[config.mk]
export PLATFORM = sky130hd
export DESIGN_NAME = uart_rx_packer
export DESIGN_NICKNAME = d
export VERILOG_FILES = /design/src/rtl/uart_ddr_pkg.sv /design/src/rtl/uart_rx_packer_shifter.sv /design/src/rtl/uart_rx_packer.sv
export SDC_FILE = /design/constraint.sdc
export NUM_CORES = 1
export LEC_CHECK = 0
export ABC_AREA = 1
export BUFFER_PORTS_ARGS = -buffer_cell sky130_fd_sc_hd__clkbuf_2
export CORE_ASPECT_RATIO = 0.8
export CORE_UTILIZATION = 55
export DETAILED_ROUTE_END_ITERATION = 8
export PLACE_DENSITY = 0.77
export SYNTH_ARGS = -nofsm -noshare
export SYNTH_HDL_FRONTEND = slang
export SYNTH_SLANG_ARGS = --single-unit
[constraint.sdc]
create_clock -name clk -period 2.85 [get_ports clk]
set_input_delay 0.57 -clock clk [delete_from_list [all_inputs] [get_ports clk]]
set_output_delay 0.57 -clock clk [all_outputs]
set_load 0.01 [all_outputs]
[src/rtl/uart_ddr_pkg.sv]
// Shared constants and types for the UART <-> DDR3 connector blocks.
package uart_ddr_pkg;

    localparam int BYTE_W         = 8;
    localparam int WORD_W         = 256;
    localparam int BYTES_PER_WORD = WORD_W / BYTE_W;
    localparam int CNT_W          = 5;
    localparam int TIMEOUT_CYC    = 50000;

    typedef enum logic [0:0] {
        FILL      = 1'b0,
        FULL_WAIT = 1'b1
    } rx_pack_state_t;

endpackage

[src/rtl/uart_rx_packer_shifter.sv]
// Byte-lane accumulator: writes each incoming byte into the lane selected by the
// running count, so byte n of a word lands in bits [8n+7:8n].
module rx_word_shifter
    import uart_ddr_pkg::*;
#(
    parameter int N_BYTES = BYTES_PER_WORD
) (
    input  logic                      clk,
    input  logic                      reset,
    input  logic                      wr_en,
    input  logic [BYTE_W-1:0]         wr_data,
    input  logic                      clear,
    output logic [N_BYTES*BYTE_W-1:0] acc,
    output logic [CNT_W-1:0]          byte_cnt,
    output logic                      complete
);

    logic [CNT_W-1:0] cnt_reg;

    always_ff @(posedge clk) begin
        if (!reset || clear) begin
            cnt_reg <= '0;
        end else if (wr_en) begin
            cnt_reg <= cnt_reg + 1'b1;
        end
    end

    // Lanes are cleared together so a flushed partial word carries zero upper bytes.
    genvar gi;
    generate
        for (gi = 0; gi < N_BYTES; gi++) begin : g_lane
            logic [BYTE_W-1:0] lane_reg;

            always_ff @(posedge clk) begin
                if (!reset || clear) begin
                    lane_reg <= '0;
                end else if (wr_en && (cnt_reg == CNT_W'(gi))) begin
                    lane_reg <= wr_data;
                end
            end

            assign acc[gi*BYTE_W +: BYTE_W] = lane_reg;
        end
    endgenerate

    assign byte_cnt = cnt_reg;
    assign complete = (cnt_reg == CNT_W'(N_BYTES - 1));

endmodule

[src/rtl/uart_rx_packer.sv]
// Packs UART RX bytes into 256-bit words and pushes them to the DDR3 write FIFO.
// Optional idle flush of partial words: define UART_RX_PACK_TIMEOUT_FLUSH_EN.
module uart_rx_packer
    import uart_ddr_pkg::*;
#(
    parameter int BYTES_PER_WORD = uart_ddr_pkg::BYTES_PER_WORD,
    parameter int TIMEOUT_CYC    = uart_ddr_pkg::TIMEOUT_CYC
) (
    input  logic                         clk,
    input  logic                         reset,
    input  logic                         i_rx_valid,
    input  logic [BYTE_W-1:0]            i_rx_data,
    input  logic                         i_fifo_full,
    output logic                         o_wr_en,
    output logic [BYTES_PER_WORD*BYTE_W-1:0] o_wr_data,
    output logic [CNT_W-1:0]             o_byte_cnt,
    output logic [7:0]                   o_word_cnt,
    output logic                         o_overrun
);

    localparam int W = BYTES_PER_WORD * BYTE_W;

    rx_pack_state_t state_reg, state_next;
    logic [W-1:0]   hold_reg, hold_next;
    logic           pending_reg, pending_next;
    logic [7:0]     word_cnt_reg, word_cnt_next;
    logic           overrun_reg, overrun_next;

    logic [W-1:0]   acc;
    logic           complete;
    logic           hold_free;
    logic           load;
    logic           drop;
    logic           flush;
    logic           shift_wr;

    rx_word_shifter #(
        .N_BYTES (BYTES_PER_WORD)
    ) u_shifter (
        .clk      (clk),
        .reset    (reset),
        .wr_en    (shift_wr),
        .wr_data  (i_rx_data),
        .clear    (load | flush),
        .acc      (acc),
        .byte_cnt (o_byte_cnt),
        .complete (complete)
    );

    assign o_wr_en   = pending_reg & ~i_fifo_full;
    // A register being drained this cycle can be refilled on the same edge.
    assign hold_free = ~pending_reg | o_wr_en;
    assign shift_wr  = i_rx_valid & ~complete;
    assign load      = i_rx_valid & complete & hold_free;
    assign drop      = i_rx_valid & complete & ~hold_free;

`ifdef UART_RX_PACK_TIMEOUT_FLUSH_EN
    logic [15:0] idle_reg, idle_next;
    logic        timed_out;

    assign timed_out = (idle_reg == 16'(TIMEOUT_CYC));
    assign flush     = timed_out & hold_free & ~i_rx_valid & (o_byte_cnt != '0);

    always_comb begin
        idle_next = idle_reg;
        if (i_rx_valid || flush) begin
            idle_next = '0;
        end else if ((o_byte_cnt != '0) && !timed_out) begin
            idle_next = idle_reg + 1'b1;
        end
    end

    always_ff @(posedge clk) begin
        if (!reset) begin
            idle_reg <= '0;
        end else begin
            idle_reg <= idle_next;
        end
    end
`else
    assign flush = 1'b0;

    // Keeps the timeout parameter meaningful in builds without the flush.
    if (TIMEOUT_CYC < 1 || TIMEOUT_CYC > 65535) begin : g_timeout_out_of_range
    end
`endif

    always_comb begin
        state_next = state_reg;
        case (state_reg)
            FILL:      if (drop) state_next = FULL_WAIT;
            FULL_WAIT: if (load || flush) state_next = FILL;
            default:   state_next = FILL;
        endcase
    end

    always_comb begin
        hold_next     = hold_reg;
        pending_next  = pending_reg & ~o_wr_en;
        word_cnt_next = word_cnt_reg + {7'd0, o_wr_en};
        overrun_next  = overrun_reg | drop;
        // Lane 31 is never written by the shifter, so OR-ing in the last byte is exact.
        if (load) begin
            hold_next    = acc | {i_rx_data, {(W-BYTE_W){1'b0}}};
            pending_next = 1'b1;
        end else if (flush) begin
            hold_next    = acc;
            pending_next = 1'b1;
        end
    end

    always_ff @(posedge clk) begin
        if (!reset) begin
            state_reg    <= FILL;
            hold_reg     <= '0;
            pending_reg  <= 1'b0;
            word_cnt_reg <= '0;
            overrun_reg  <= 1'b0;
        end else begin
            state_reg    <= state_next;
            hold_reg     <= hold_next;
            pending_reg  <= pending_next;
            word_cnt_reg <= word_cnt_next;
            overrun_reg  <= overrun_next;
        end
    end

    assign o_wr_data  = hold_reg;
    assign o_word_cnt = word_cnt_reg;
    assign o_overrun  = overrun_reg;

endmodule

After elaboration in Yosys (flattened, before gate mapping) --
Index checks and enable logic that the tools add are counted.
Storage, ports and cells: bits in registers 527, bits of input ports 12, output and inout port bits 271, word-level logic and storage cells 120
Cells by class: add/sub/neg operators 2, equal/unequal tests 31, multiplexer cells 1, bitwise gates (word level) 14, reduce and logical (&&, ||, !) cells 35
Operators with widths (count):
- $or A256 B256 Y256 | 1
- $eq A5 B5 Y1 const B | 16
- $eq A5 B4 Y1 const B | 8
- $logic_and A1 B1 Y1 | 32
- $eq A5 B3 Y1 const B | 4
- $eq A5 B2 Y1 const B | 2
- $add A8 B1 Y8 | 1
- $and A1 B1 Y1 | 6
- $add A5 B1 Y5 const B | 1
- $eq A5 B1 Y1 const B | 1
- $logic_not A5 Y1 | 1
- $not A1 Y1 | 5
- $or A1 B1 Y1 | 2
- $logic_not A1 Y1 | 1
- $logic_or A1 B1 Y1 | 1
- $mux W1 | 1

Depth between registers and ports, before layout --
Gate-level depths: netlist (run 1).
depth in word-level cells 6, mapped depth 13, mapped depth without buffers 11

By module --
From an unflattened synthesis (run 1), not the netlist that was laid out.
Second synthesis, totals: cell total of the unflattened synthesis 2665, area total of the unflattened synthesis 19960.4 um^2
By module, submodules not included:
- rx_word_shifter | times used 1, cells an instance 1477, area each 10575.1 um^2, sequential area each 5225.0 um^2
- uart_rx_packer | times used 1, cells an instance 1188, area each 9385.3 um^2, sequential area each 5325.1 um^2

Worst setup path before layout (run 1) --
Ideal clock, no wire load.
path type reg2reg, start reg u_shifter.cnt_reg[0] (netlist: u_shifter.byte_cnt[0]), end reg u_shifter.g_lane[11].lane_reg[4], library setup time 0.113 ns, arrival time 1.958 ns, required time 2.737 ns, slack 0.780 ns, cell stages (with the launch flop) 13, buffers on the path 2, clock period less this slack 2.070 ns, cells stage by stage dfxtp_1 ha_1 inv_1 nor2_1 ha_1 inv_1 nand3_1 buf_4 nor2_2 buf_2 nand2_1 nand2_1 nor2_1
On the way: word-level cells in the longest chain between the ends 4, elaborated cells between the ends (all ways) 8, classes of those cells eq/ne (2); bitwise (4); reduce/logical (2)
Ends and longest elaborated chain:
- start: declaration | RTL line uart_rx_packer_shifter.sv:18 | logic [CNT_W-1:0] cnt_reg;
- start signal: assignment | RTL line uart_rx_packer_shifter.sv:24 | cnt_reg <= cnt_reg + 1'b1;
- $eq A5 B5 Y1 | RTL line uart_rx_packer_shifter.sv:47 | assign complete = (cnt_reg == CNT_W'(N_BYTES - 1));
- $and A1 B1 Y1 / $not A1 Y1 (equally long branches) | RTL line uart_rx_packer.sv:54, uart_rx_packer.sv:53
- $and A1 B1 Y1 (on tied branches) | RTL line uart_rx_packer.sv:54, uart_rx_packer.sv:53
- $logic_or A1 B1 Y1 / $logic_and A1 B1 Y1 (equally long branches) | RTL line uart_rx_packer_shifter.sv:35, uart_rx_packer_shifter.sv:37
- end signal: assignment | RTL line uart_rx_packer_shifter.sv:38 | lane_reg <= wr_data;
- end: declaration | RTL line uart_rx_packer_shifter.sv:32 | logic [BYTE_W-1:0] lane_reg;
Parallel ways exist; a longest one is shown, timed or not. A chain may end at the register's enable or synchronous reset.

Worst setup path after layout (run 1) --
start reg u_shifter.cnt_reg[0] (netlist: u_shifter.byte_cnt[0]), end reg u_shifter.g_lane[30].lane_reg[0]
On the way: word-level cells in the longest chain between the ends 4, elaborated cells between the ends (all ways) 8, classes of those cells eq/ne (2); bitwise (4); reduce/logical (2)
Ends and longest elaborated chain (RTL line):
- $eq A5 B5 Y1 | uart_rx_packer_shifter.sv:47
- $and A1 B1 Y1 / $not A1 Y1 (equally long branches) | uart_rx_packer.sv:54, uart_rx_packer.sv:53
- $and A1 B1 Y1 (on tied branches) | uart_rx_packer.sv:54, uart_rx_packer.sv:53
- $logic_or A1 B1 Y1 / $logic_and A1 B1 Y1 (equally long branches) | uart_rx_packer_shifter.sv:35, uart_rx_packer_shifter.sv:37
- end signal: assignment | uart_rx_packer_shifter.sv:38
- end: declaration | uart_rx_packer_shifter.sv:32
Parallel ways exist; a longest one is shown, timed or not.

==> out/results.txt, run 1 <==
At the end of the flow, the number of nets in the layout was 2880. Maximum net fanout on the critical path: 15. A synthesized cell averages 7.23 µm². The most repeated cell in the gate-level netlist after synthesis is sky130_fd_sc_hd__nor2_1. Synthesis produced a netlist whose cell count is 2653. First-pass GRT wire length: 81800 µm. The hold slack is 385 ps. For the final routed database, the setup TNS stands at 0 ps.

In this run the standard cell core region covers 34000 µm². The layer with the highest usage is met2. The synthesized netlist net count is 2673. For this configuration, the core starts out at a cell density of 56.4%. For the worst setup path, the data required time is 3320 ps. The final-report hold violation count was 0; the cell internal power dissipation was 0.0117 W. Global routing used 5.42% of the available met3 tracks. The worst min-delay path class was input pin to register. For the number of nets with antenna violations after detailed routing, the log shows 0.

The async set-or-reset flop fraction in the synthesized netlist is 0%. The prevailing post-synth register cell was sky130_fd_sc_hd__dfxtp_1. Sequential cells burn 49.4% of the power. TritonCTS built the clock tree. The cell area after synthesis was 19200 µm².

The start-to-end type of the worst setup path was register to register. The initial antenna violation count came out at 1. The logs give 0.00330 W for the net switching power figure and 21 for the number of distinct library cell variants in the gate-level netlist after synthesis.

The repair_antennas step left the layout with diodes totalling 0. Post-detailed-placement half-perimeter wirelength: 33400 µm. The number of placed I/O pins is 283, and the worst-case reg-to-reg path depth is 10.

In this run the tool buffered the top-level ports with 282 buffer cells. The routed design could run at a clock period as short as 2760 ps. The tools report the via count of the first global-routing pass as 15700.

The tools report the type of destination of the critical path as a register. The count of filler cells inserted in the layout was 2962. The worst setup path startpoint was u_shifter.byte_cnt[0]. The Yosys step of the flow raised 0 warnings.

The critical path launch point type is a register. After detailed placement, the total cell area comes to 20900 µm². At the later pin of the worst-skew pair, clock insertion delay measures 580 ps.

The first routing iteration left 1471 violations. The H-tree generated during clock tree synthesis spans 2 levels. Synthesis inferred 527 register bits. Setup repair after global routing could not meet its margin everywhere.

The total CTS buffers was 50. Max-slew violation total from the final report: 0. The combinational cell fraction of total power is 3.6%.

The die is 211 µm wide. The sequential cell area is 10600 µm², and the power density over cell area is 662 nW/µm². After detailed routing, the total wire length is 52400 µm. IR analysis of the VDD net gives a maximum drop of 0.467 mV. In this run the tightest slew margin relative to its limit is 31.0%. Along the worst hold path, the cell count comes to 3. For this block, the via count after detailed routing is 17300. The final period utilization was 96.7%; the height of the die was 169 µm.

For this run, the top clock speed supported by timing is 363 MHz. The signal arrival time at the worst endpoint was 3230 ps. By area the synthesized netlist is led by sky130_fd_sc_hd__dfxtp_1 55%, sky130_fd_sc_hd__nor2_1 20%, sky130_fd_sc_hd__nand2_1 9.6%, sky130_fd_sc_hd__o21ai_0 7.3%, sky130_fd_sc_hd__buf_2 2.0%. The number of DRC violations after detailed routing was 0; the proportion of layout cells with a drive suffix above 1 was 15.0%. In the global route stage, overall resource usage came out at 28.9%. The logs give 527 for the total clock sinks and 60 for the row count. Routability-driven placement finished with a final weighted congestion of 0.865. Maximum number of buffers from clock root to sink: 3.

The area taken by multi-input logic gates came out at 7650 µm². In this run the most critical hold path is launched from i_rx_valid. The post-CTS setup buffer count was 0. The startpoint identified for the worst register-to-register timing path is u_shifter.byte_cnt[0]. The routed length per instance is 15.6 µm. Entering global routing, the biggest net connects 265 pins.

Dividing the detail-routed via count by the number of cells gives 5.14. After clock tree synthesis, the clock-pin slew on the worst setup and hold paths is 70 ps. In the global route stage, met2 resource usage came out at 46.2%. The run finished with clean final reports. The total power was 0.0150 W. Max-cap violations in this run came to 0. The clock group share of total power was 47.0%. Relative to the synthesized area, the layout overhead comes to 18.1%. Of the post-synthesis cell area, the dominant cell type holds 55.0%. The slew at the pin with the worst max-slew slack works out to 1040 ps. The run gives 35600 µm² as the die footprint. For met1 alone, demand over resource in global routing was 38.7%. The static leakage was 9.81 nW; the final design area excluding fillers was 22700 µm². After synthesis, the most frequently instantiated cells are 1033 x sky130_fd_sc_hd__nor2_1, 527 x sky130_fd_sc_hd__dfxtp_1, 489 x sky130_fd_sc_hd__nand2_1.

Net switching is 22.0% of the power. Sum of overflow across all layers after global routing: 0. The number of enable-type register cells in the synthesized netlist is 0.

The portion of the post-synthesis area used by sequential elements came out at 55.0%. Number of setup violations in the final report: 0. The clock tree root driver cell was sky130_fd_sc_hd__clkbuf_16. The first detailed-routing pass ran for 6 iterations. Final setup skew: 23.6 ps. The cell type contributing the most total cell area after synthesis is sky130_fd_sc_hd__dfxtp_1.
-- stage by stage --
step	std cells	utilization [%]	worst slack (ps)
floorplan	2653	-	780
global placement	3273	61.4	230
detailed placement	3273	61.4	68.5
CTS	3366	66.6	28.2
global route	3366	66.7	-115
finish	3366	66.7	93.6
-- kinds of logic after synthesis --
| kind of cell | after synthesis | share of synthesized area [%] |
|---|---|---|
| flops | 527 | 55.0 |
| compound gates | 296 | 7.72 |
| buf+inv | 242 | 5.25 |
| simple gates | 1578 | 31.4 |
| fa+ha+maj | 8 | 0.522 |
| xor+xnor | 2 | 0.0913 |
-- power groups by stage --
stage	registers, W	logic (W)	clock network, W
6_report	0.00741	0.000545	0.00705
5_1_grt	0.00741	0.000600	0.00743
4_1_cts	0.00741	0.000536	0.00713
3_5_place_dp	0.00758	0.000534	0
3_3_place_gp	0.00758	0.000524	0
2_1_floorplan	0.00758	0.000355	0
-- path summary, 6_finish.rpt --
| path | to | slack (ps) |
|---|---|---|
| worst max-delay path | u_shifter.g_lane[30].lane_reg[0] | 90 |
| worst min-delay path | pending_reg | 390 |
| worst max register to register | u_shifter.g_lane[30].lane_reg[0] | 90 |
| worst min register to register | u_shifter.g_lane[31].lane_reg[5] | 430 |
-- per-layer routing --
layer / wire (µm) / part of all wire, %
met1: 23200 / 44
met2: 23700 / 45
met3: 3760 / 7.2
met4: 1730 / 3.3
met5: 16 / 0.031
-- cell type report --
class                   count  area share, %
well taps                 465           2.57
clock buffers              73           6.69
inverters                  76           1.29
repair buffers            321           8.00
clock inverters            20           1.18
multi-input cells        1884           33.7
flip-flops and latches    527           46.5
-- cell usage in the layout, fill, tap and decap left out, types with 30 or more instances in the layout --
master,n
sky130_fd_sc_hd__nor2_1,1032
sky130_fd_sc_hd__dfxtp_1,527
sky130_fd_sc_hd__nand2_1,488
sky130_fd_sc_hd__clkbuf_2,281
sky130_fd_sc_hd__o21ai_0,280
sky130_fd_sc_hd__inv_1,73
sky130_fd_sc_hd__clkbuf_16,50
sky130_fd_sc_hd__buf_4,30
-- critical path, stage by stage (launching register included) --
cell and delay (ps):
sky130_fd_sc_hd__dfxtp_1 360, sky130_fd_sc_hd__ha_1 260, sky130_fd_sc_hd__inv_1 140, sky130_fd_sc_hd__nor2_1 100, sky130_fd_sc_hd__ha_1 210, sky130_fd_sc_hd__inv_1 150
sky130_fd_sc_hd__nand3_2 450, sky130_fd_sc_hd__nor2_2 540, sky130_fd_sc_hd__inv_1 230, sky130_fd_sc_hd__nor2_1 140, sky130_fd_sc_hd__nor2_1 60
-- timing repair --
action,4_1_cts,5_1_grt
hold buffers,0,0
resized for setup,0,5
setup endpoints to repair,0,132
endpoints found under the hold margin,0,0
No activity file was read; power rests on OpenSTA's default activity.
==> run 2: changes to the inputs <==
ABC_AREA = default   (was 1)
==> out/results.txt, run 2 <==
The flow ran to the end, and the final reports show no timing, DRC or antenna violations. The area growth from synthesis to layout came out at 14.9%. By count the netlist is led by 527 x sky130_fd_sc_hd__dfxtp_1, 262 x sky130_fd_sc_hd__nand3_1, 250 x sky130_fd_sc_hd__o21ai_0. Buffering stage count on the worst path with inverters included: 1. Counting every net in the synthesized netlist gives 2199.

The tools report the final RePlAce weighted congestion as 0.830. The max-slew violation total from the final report came out at 0. The logs give 0 for the hold buffer count at cts and 0 for the post-CTS setup buffer count. For the total global-route track usage, the log shows 28.9%.

In this run, the number of DRC markers left after iteration 0 of detailed routing was 1844. The worst min-delay path class is input pin to register. Setup violations remaining at the end of the flow were counted as 0.

In this run the horizontal extent of the chip is 223 µm. Area share of the largest cell type after synthesis: 49.2%. By area the synthesized netlist is led by sky130_fd_sc_hd__dfxtp_1 49%, sky130_fd_sc_hd__mux2i_1 11%, sky130_fd_sc_hd__o211ai_1 8.5%, sky130_fd_sc_hd__a21boi_0 7.8%, sky130_fd_sc_hd__nand3_1 6.1%. STA puts the critical path data required time at 3290 ps. The number of enable-type register cells in the synthesized netlist was 0. The length of the first detailed-routing pass in iterations was 6. The synthesized-area fraction occupied by xor and xnor cells was 0.164%.

For this run, the register share of the synthesized area comes to 49.2%. The run gives 2179 as the synthesized netlist cell count. Cells fill 64.3% of the core in the end. Setup repair after global routing left no endpoint under its margin.

For the pin with the worst max-slew slack, the measured transition is 637 ps. During synthesis, Yosys emitted a total of 0 warnings. The smallest clock period supported by the final layout is computed as 2580 ps. After floorplanning, the core was divided into 64 placement rows. The number of placed I/O pins was 283. At the end of the flow, the number of nets in the layout was 2319.

The proportion of layout cells with a drive suffix above 1 is 19.4%. Critical path launch point type: a register. After detailed routing, the total wire length is 59200 µm. The maximum number of buffers from clock root to sink was 3; the maximum net fanout on the critical path was 23.

Cell with the biggest individual delay on the critical path: sky130_fd_sc_hd__dfxtp_1. Cell type contributing the most total cell area after synthesis: sky130_fd_sc_hd__dfxtp_1. Static timing analysis puts the maximum clock frequency at 388 MHz. Of the post-synthesis cell area, the part taken by muxes is 11.3%. Using the TritonRoute via totals, the vias-per-cell ratio works out to 6.21.

Summing all non-filler instances in the final layout gives an area of 24600 µm². The die is 179 µm tall. In this run the cell area of the synthesized design comes to 21400 µm². The cell family contributing the most delay on the critical path is adder cells.

The first global-routing pass estimated 92600 µm of wire. Port buffering added 282 buffers. Hold slack: 338 ps.

The signal arrival time at the worst endpoint came out at 3020 ps. The die covers 39700 µm². Total CTS buffers: 50. The later pin in the worst-skew pair is clocked with a latency of 580 ps. Setup total negative slack on the finished layout was measured at 0 ps. For this run, the leading register cell type out of synthesis is sky130_fd_sc_hd__dfxtp_1. The root buffer cell chosen for the clock tree is sky130_fd_sc_hd__clkbuf_16. The repair_antennas step left the layout with diodes totalling 0. For this design the ratio of total power to cell area is 583 nW/µm².

The tools report the maximum level of the CTS H-tree as 2. After Yosys synthesis, and, or, nand and nor cells account for 8.78% of the synthesized area. The final-report hold violation count is 0, and the post-CTS clock slew at the launch and capture registers of the worst setup and hold paths is 60 ps. Walking the worst path, the cells encountered are ha_1 -> and3_1 -> ha_1 -> nand2_4 -> o211ai_1 -> buf_4 -> mux2i_1. The run gives 17600 as the total via count in the routed design.

The most repeated cell in the gate-level netlist after synthesis was sky130_fd_sc_hd__dfxtp_1. By startpoint and endpoint, the worst setup path is classified as register to register. The worst supply voltage drop on vdd came out at 0.407 mV.

TritonCTS built the clock tree. The number of distinct library cell variants in the gate-level netlist after synthesis was 35; the flip-flop and latch count after synthesis was 527. The total clock sinks was 527. After synthesis, the largest family of logic cells by area is compound AO/OA/AOI/OAI gates. The routed length per instance was 20.9 µm; the post-synthesis average cell area was 9.83 µm². Among the stages of the critical path, the cell type that occurs most often is sky130_fd_sc_hd__ha_1. Entering global routing, the biggest net connects 122 pins. The core region is 38300 µm². Summing all placed instances gives a cell area of 23000 µm². The type of destination of the critical path was a register. The count of nets left with antenna violations once routing finished came out at 0.

Summed over all layers, the global routing overflow is 0. The clock arrives with 22.3 ps of skew. The worst slack at placement was 333 ps.

In this run the static leakage power is 10.3 nW. For this run, the slowest stage of the critical path takes 440 ps. For the number of DRC violations after detailed routing, the log shows 0. In the layout the commonest cells are 527 x sky130_fd_sc_hd__dfxtp_1, 281 x sky130_fd_sc_hd__clkbuf_2, 262 x sky130_fd_sc_hd__nand3_1, 250 x sky130_fd_sc_hd__o21ai_0.

The async set-or-reset flop fraction in the synthesized netlist was 0%. The initial antenna violation count is 1, and the share of the synthesized area in compound gates (AO/OA/AOI/OAI) is 24.4%. The library cell used most frequently in the layout, excluding fill and tap cells, is sky130_fd_sc_hd__dfxtp_1. The worst pin sits at a relative slew slack of 57.5%. The final period utilization works out to 90.5%. The arithmetic-cell share of the synthesized area counting full adders, half adders and majority gates works out to 0.467%. Post-detailed-placement half-perimeter wirelength: 35700 µm. The initial utilization of the core area, before any placement, comes to 56.0%. For the via count of the first global-routing pass, the log shows 16400. The logs give 270 ps for the final critical-path setup slack and 0 for the count of max-cap constraint violations. Gates resized during post-CTS repair numbered 0.
run 2: changes by cell type in the layout (fill, tap and decap cells not counted), sizes merged, moves of 14 or more:
cell / previous run / this run
nand2: 489 / 44
a21boi: 0 / 250
nand3: 19 / 262
o21ai: 280 / 251
inv: 78 / 4
o211ai: 0 / 248
nor2: 1051 / 3
mux2i: 0 / 242
buf: 40 / 54
run 2: kinds of logic (layout without fill, tap and decap cells):
family          count (synthesis)  count (layout)
flops                         527             527
mux                           242             242
fa+ha+maj                       8               8
simple gates                  350             350
compound gates                778             778
xor+xnor                        4               4
buf+inv                       270             425
run 2: final cells by class:
| class | instances | area, µm² |
|---|---|---|
| tap | 495 | 619 |
| inverter | 3 | 11.3 |
| clock inverter | 4 | 23.8 |
| multi-input combinational | 1382 | 9750 |
| sequential | 527 | 10600 |
| fill | 3106 | 13700 |
| clock buffer | 83 | 1580 |
| timing repair buffer | 335 | 2080 |
run 2: worst paths after layout:
path	startpoint	end	slack, ps	cells past startpoint
setup / recovery	u_shifter.byte_cnt[1]	u_shifter.g_lane[12].lane_reg[0]	270	7
hold / removal	i_rx_data[0]	u_shifter.g_lane[15].lane_reg[0]	340	3
setup reg to reg	u_shifter.byte_cnt[1]	u_shifter.g_lane[12].lane_reg[0]	270	7
hold reg to reg	u_shifter.g_lane[15].lane_reg[3]	u_shifter.g_lane[15].lane_reg[3]	470	2
run 2: worst register-to-register path: cells and delay by family (launching register included):
| family | cells | cell delay (ps) |
|---|---|---|
| AO/OA/AOI/OAI | 1 | 330 |
| adder cells (fa/ha/maj) | 2 | 620 |
| buffers and inverters | 1 | 370 |
| flip-flops | 1 | 440 |
| multiplexers | 1 | 170 |
| AND/OR/NAND/NOR | 2 | 520 |
run 2: stage by stage:
stage          cells  power, W
6_report        2829    0.0144
5_1_grt         2829    0.0147
4_1_cts         2829    0.0144
3_5_place_dp    2742   0.00797
3_3_place_gp    2742   0.00797
2_1_floorplan   2179   0.00783
run 2: report_power, final:
group | leakage, nW | internal, W | switching [W]
Sequential | 4.24 | 0.00739 | 0.0000176
Combinational | 5.30 | 0.000137 | 0.000274
Clock | 0.791 | 0.00374 | 0.00280
Total | 10.3 | 0.0113 | 0.00309
run 2: metal layers:
| metal | up-vias | track usage, % | part of all wire, % | routed length, µm |
|---|---|---|---|---|
| met5 | - | 0 | 0.029 | 17 |
| met4 | 2 | 7.53 | 1.9 | 1130 |
| met3 | 85 | 5.55 | 6.2 | 3690 |
| met2 | 548 | 44.3 | 45 | 26800 |
| met1 | 8707 | 41.5 | 47 | 27600 |
| li1 | 8222 | - | - | - |
==> run 3: changes to the inputs <==
CORE_UTILIZATION = 52   (was 55)
PLACE_DENSITY = 0.76   (was 0.77)
RECOVER_POWER = 50   (was default)
SLEW_MARGIN = 20   (was default)
clock period = 2.3 ns   (was 2.85 ns; I/O delays follow)
==> out/results.txt, run 3 (synthesis results as in run 2) <==
The run finished with clean final reports. STA classifies the critical path startpoint as a register. The routed length per instance is 20.8 µm, and the via count of the first global-routing pass is 17000. Leaving out fill and tap cells, the most frequent cell in the layout is sky130_fd_sc_hd__dfxtp_1. Wires add up to 60600 µm. The sum of overflow across all layers after global routing was 0.

Slew at the pin with the worst max-slew slack: 654 ps. The initial antenna violation count was 1; the cell internal power dissipation was 0.0144 W. Type of destination of the critical path: a register. The share of power burned in registers came out at 50.1%. Maximum net fanout on the critical path: 20. The area growth from synthesis to layout was 16.2%. Once layout is complete, the utilization of the core stands at 61.3%.

The final period utilization works out to 92.8%. Between clock sinks in the finished design, the worst skew comes to 14.7 ps. CTS built an H-tree with a depth of 2. The start-to-end type of the worst setup path is register to register. The clock network latency to the later pin of the worst-skew pair came out at 590 ps.

In the detailed route, the total length drawn on met2 is 27400 µm. The worst-case IR drop observed on VDD is 0.475 mV. The standard cell core area was 40600 µm². The chip width was 229 µm; the combinational cell fraction of total power was 2.9%. At the worst endpoint, the arrival time is 2590 ps. Counting every sink on the clock net gives 527. The first global-routing pass estimated 94600 µm of wire.

Global routing used 27.8% of the available tracks across all layers. The number of setup violations in the final report came out at 0. In this run the power density over the cells is 736 nW/µm².

The tools report the total CTS buffers as 52. The final-report hold violation count was 0. The tools report the required time reported for the critical path endpoint as 2750 ps. Clock tree root driver cell: sky130_fd_sc_hd__clkbuf_16. The die footprint is 42000 µm².

In the final design database the tool counted 2355 nets. The max-slew violation total from the final report is 0, and the switching power as a share of total power is 21.5%. For the maximum operating frequency, the log shows 469 MHz.

Before CTS, the worst setup slack after placement is 105 ps. The clock network is responsible for 47.0% of the overall power. In this run the count of I/O pins placed on the die edge is 283. After floorplanning, the core was divided into 66 placement rows. At the end of routability-driven placement, the weighted congestion stood at 0.841. Buffers added to address setup during post-CTS repair amount to 0.

Using the TritonRoute via totals, the vias-per-cell ratio works out to 6.07. Maximum number of buffers from clock root to sink: 3. TritonCTS built the clock tree. The count of filler cells inserted in the layout was 3515. The largest net degree at the start of global routing was 97; the remaining max-slew budget at the tightest pin was 56.3%. The length of the first detailed-routing pass in iterations came out at 7. Setup repair after global routing left no endpoint under its margin. The sum of met3 wire segment lengths after detailed routing was 4440 µm; the cell count of the worst hold path was 3. The run gives 0 ps as the final total negative setup slack. The hold buffer count at cts is 0, and the violation count after the first detailed-routing iteration is 1857.

The routed layout has 17700 vias. The proportion of layout cells with a drive suffix above 1 was 8.85%. After layout, the worst setup slack is 166 ps. After detailed routing, no signal wire sits above met4. The tools report the count of max-cap constraint violations as 0. The analysis attributes to net switching a power of 0.00393 W. After clock tree synthesis, the clock-pin slew on the worst setup and hold paths is 60 ps. The worst min-delay path class was input pin to register. Once detail routing completed, the nets flagged for antenna violations numbered 0. On the final layout, the worst hold slack is 205 ps. Detailed placement finished with a half-perimeter wire length of 38100 µm.

The worst path in the final design needs a cycle of 2130 ps, including I/O delays and setup. The worst register-to-register path has a depth of 8. The static leakage is 9.68 nW. The height of the die was 184 µm.

The initial core utilization was 52.7%. Buffers placed on the I/O ports in this run total 282. The run gives 27500 µm as the met1 layer wirelength in the final routing. The number of gates resized after CTS was 0; the number of DRC violations after detailed routing was 0.

The top cell types in the final layout, fill and taps aside, are 527 x sky130_fd_sc_hd__dfxtp_1, 290 x sky130_fd_sc_hd__clkbuf_1, 262 x sky130_fd_sc_hd__nand3_1, 250 x sky130_fd_sc_hd__o21ai_0.
run 3: cell types whose count changed in the layout (fill, tap and decap cells not counted), moves of 5 or more:
cell / delta
sky130_fd_sc_hd__buf_4: +7
sky130_fd_sc_hd__clkbuf_8: -5
sky130_fd_sc_hd__nand2_2: -6
sky130_fd_sc_hd__clkbuf_2: -268
sky130_fd_sc_hd__clkbuf_1: +276
sky130_fd_sc_hd__a21boi_1: -6
sky130_fd_sc_hd__buf_12: +16
sky130_fd_sc_hd__a21boi_0: +6
sky130_fd_sc_hd__nand2_1: +6
run 3: cell type report:
| class | instances | area [µm²] | share of cell area (%) |
|---|---|---|---|
| sequential | 527 | 10600 | 42.4 |
| multi-input combinational | 1382 | 9740 | 39.1 |
| timing repair buffer | 369 | 2190 | 8.80 |
| clock buffer | 83 | 1590 | 6.39 |
| tap | 544 | 681 | 2.73 |
| clock inverter | 10 | 136 | 0.548 |
| inverter | 3 | 11.3 | 0.0452 |
| antenna | 1 | 2.50 | 0.0101 |
run 3: power by group through the flow:
stage	Clock (W)	Sequential, W	Combinational (W)
floorplan	0	0.00938	0.000324
global placement	0	0.00937	0.000537
detailed placement	0	0.00938	0.000547
CTS	0.00870	0.00917	0.000548
global route	0.00908	0.00917	0.000564
finish	0.00861	0.00917	0.000538
run 3: critical path, stage by stage (launching register included):
cell,delay [ps]
sky130_fd_sc_hd__dfxtp_1,330
sky130_fd_sc_hd__ha_1,170
sky130_fd_sc_hd__and3_1,230
sky130_fd_sc_hd__ha_4,220
sky130_fd_sc_hd__nand2_4,110
sky130_fd_sc_hd__buf_12,190
sky130_fd_sc_hd__o211ai_4,170
sky130_fd_sc_hd__clkbuf_4,410
sky130_fd_sc_hd__mux2i_1,140
run 3: stage by stage:
stage / cell area [µm²] / power (W) / cells
detailed placement: 23600 / 0.00992 / 2825
global route: 24900 / 0.0188 / 2918
finish: 24900 / 0.0183 / 2919
floorplan: 21400 / 0.00970 / 2179
CTS: 25300 / 0.0184 / 2918
global placement: 23600 / 0.00991 / 2825
run 3: path summary, 6_finish.rpt:
| check | startpoint | slack, ps | endpoint |
|---|---|---|---|
| max | u_shifter.byte_cnt[1] | 170 | u_shifter.g_lane[1].lane_reg[6] |
| min | i_rx_data[4] | 210 | u_shifter.g_lane[15].lane_reg[4] |
| max reg2reg | u_shifter.byte_cnt[1] | 170 | u_shifter.g_lane[1].lane_reg[6] |
| min reg2reg | u_shifter.g_lane[14].lane_reg[0] | 460 | o_wr_data[112] |
run 3: layer usage:
layer	vias up	track usage [%]
met5	-	0
met4	0	8.32
met3	89	6.23
met2	595	42.9
met1	8730	38.7
li1	8296	-
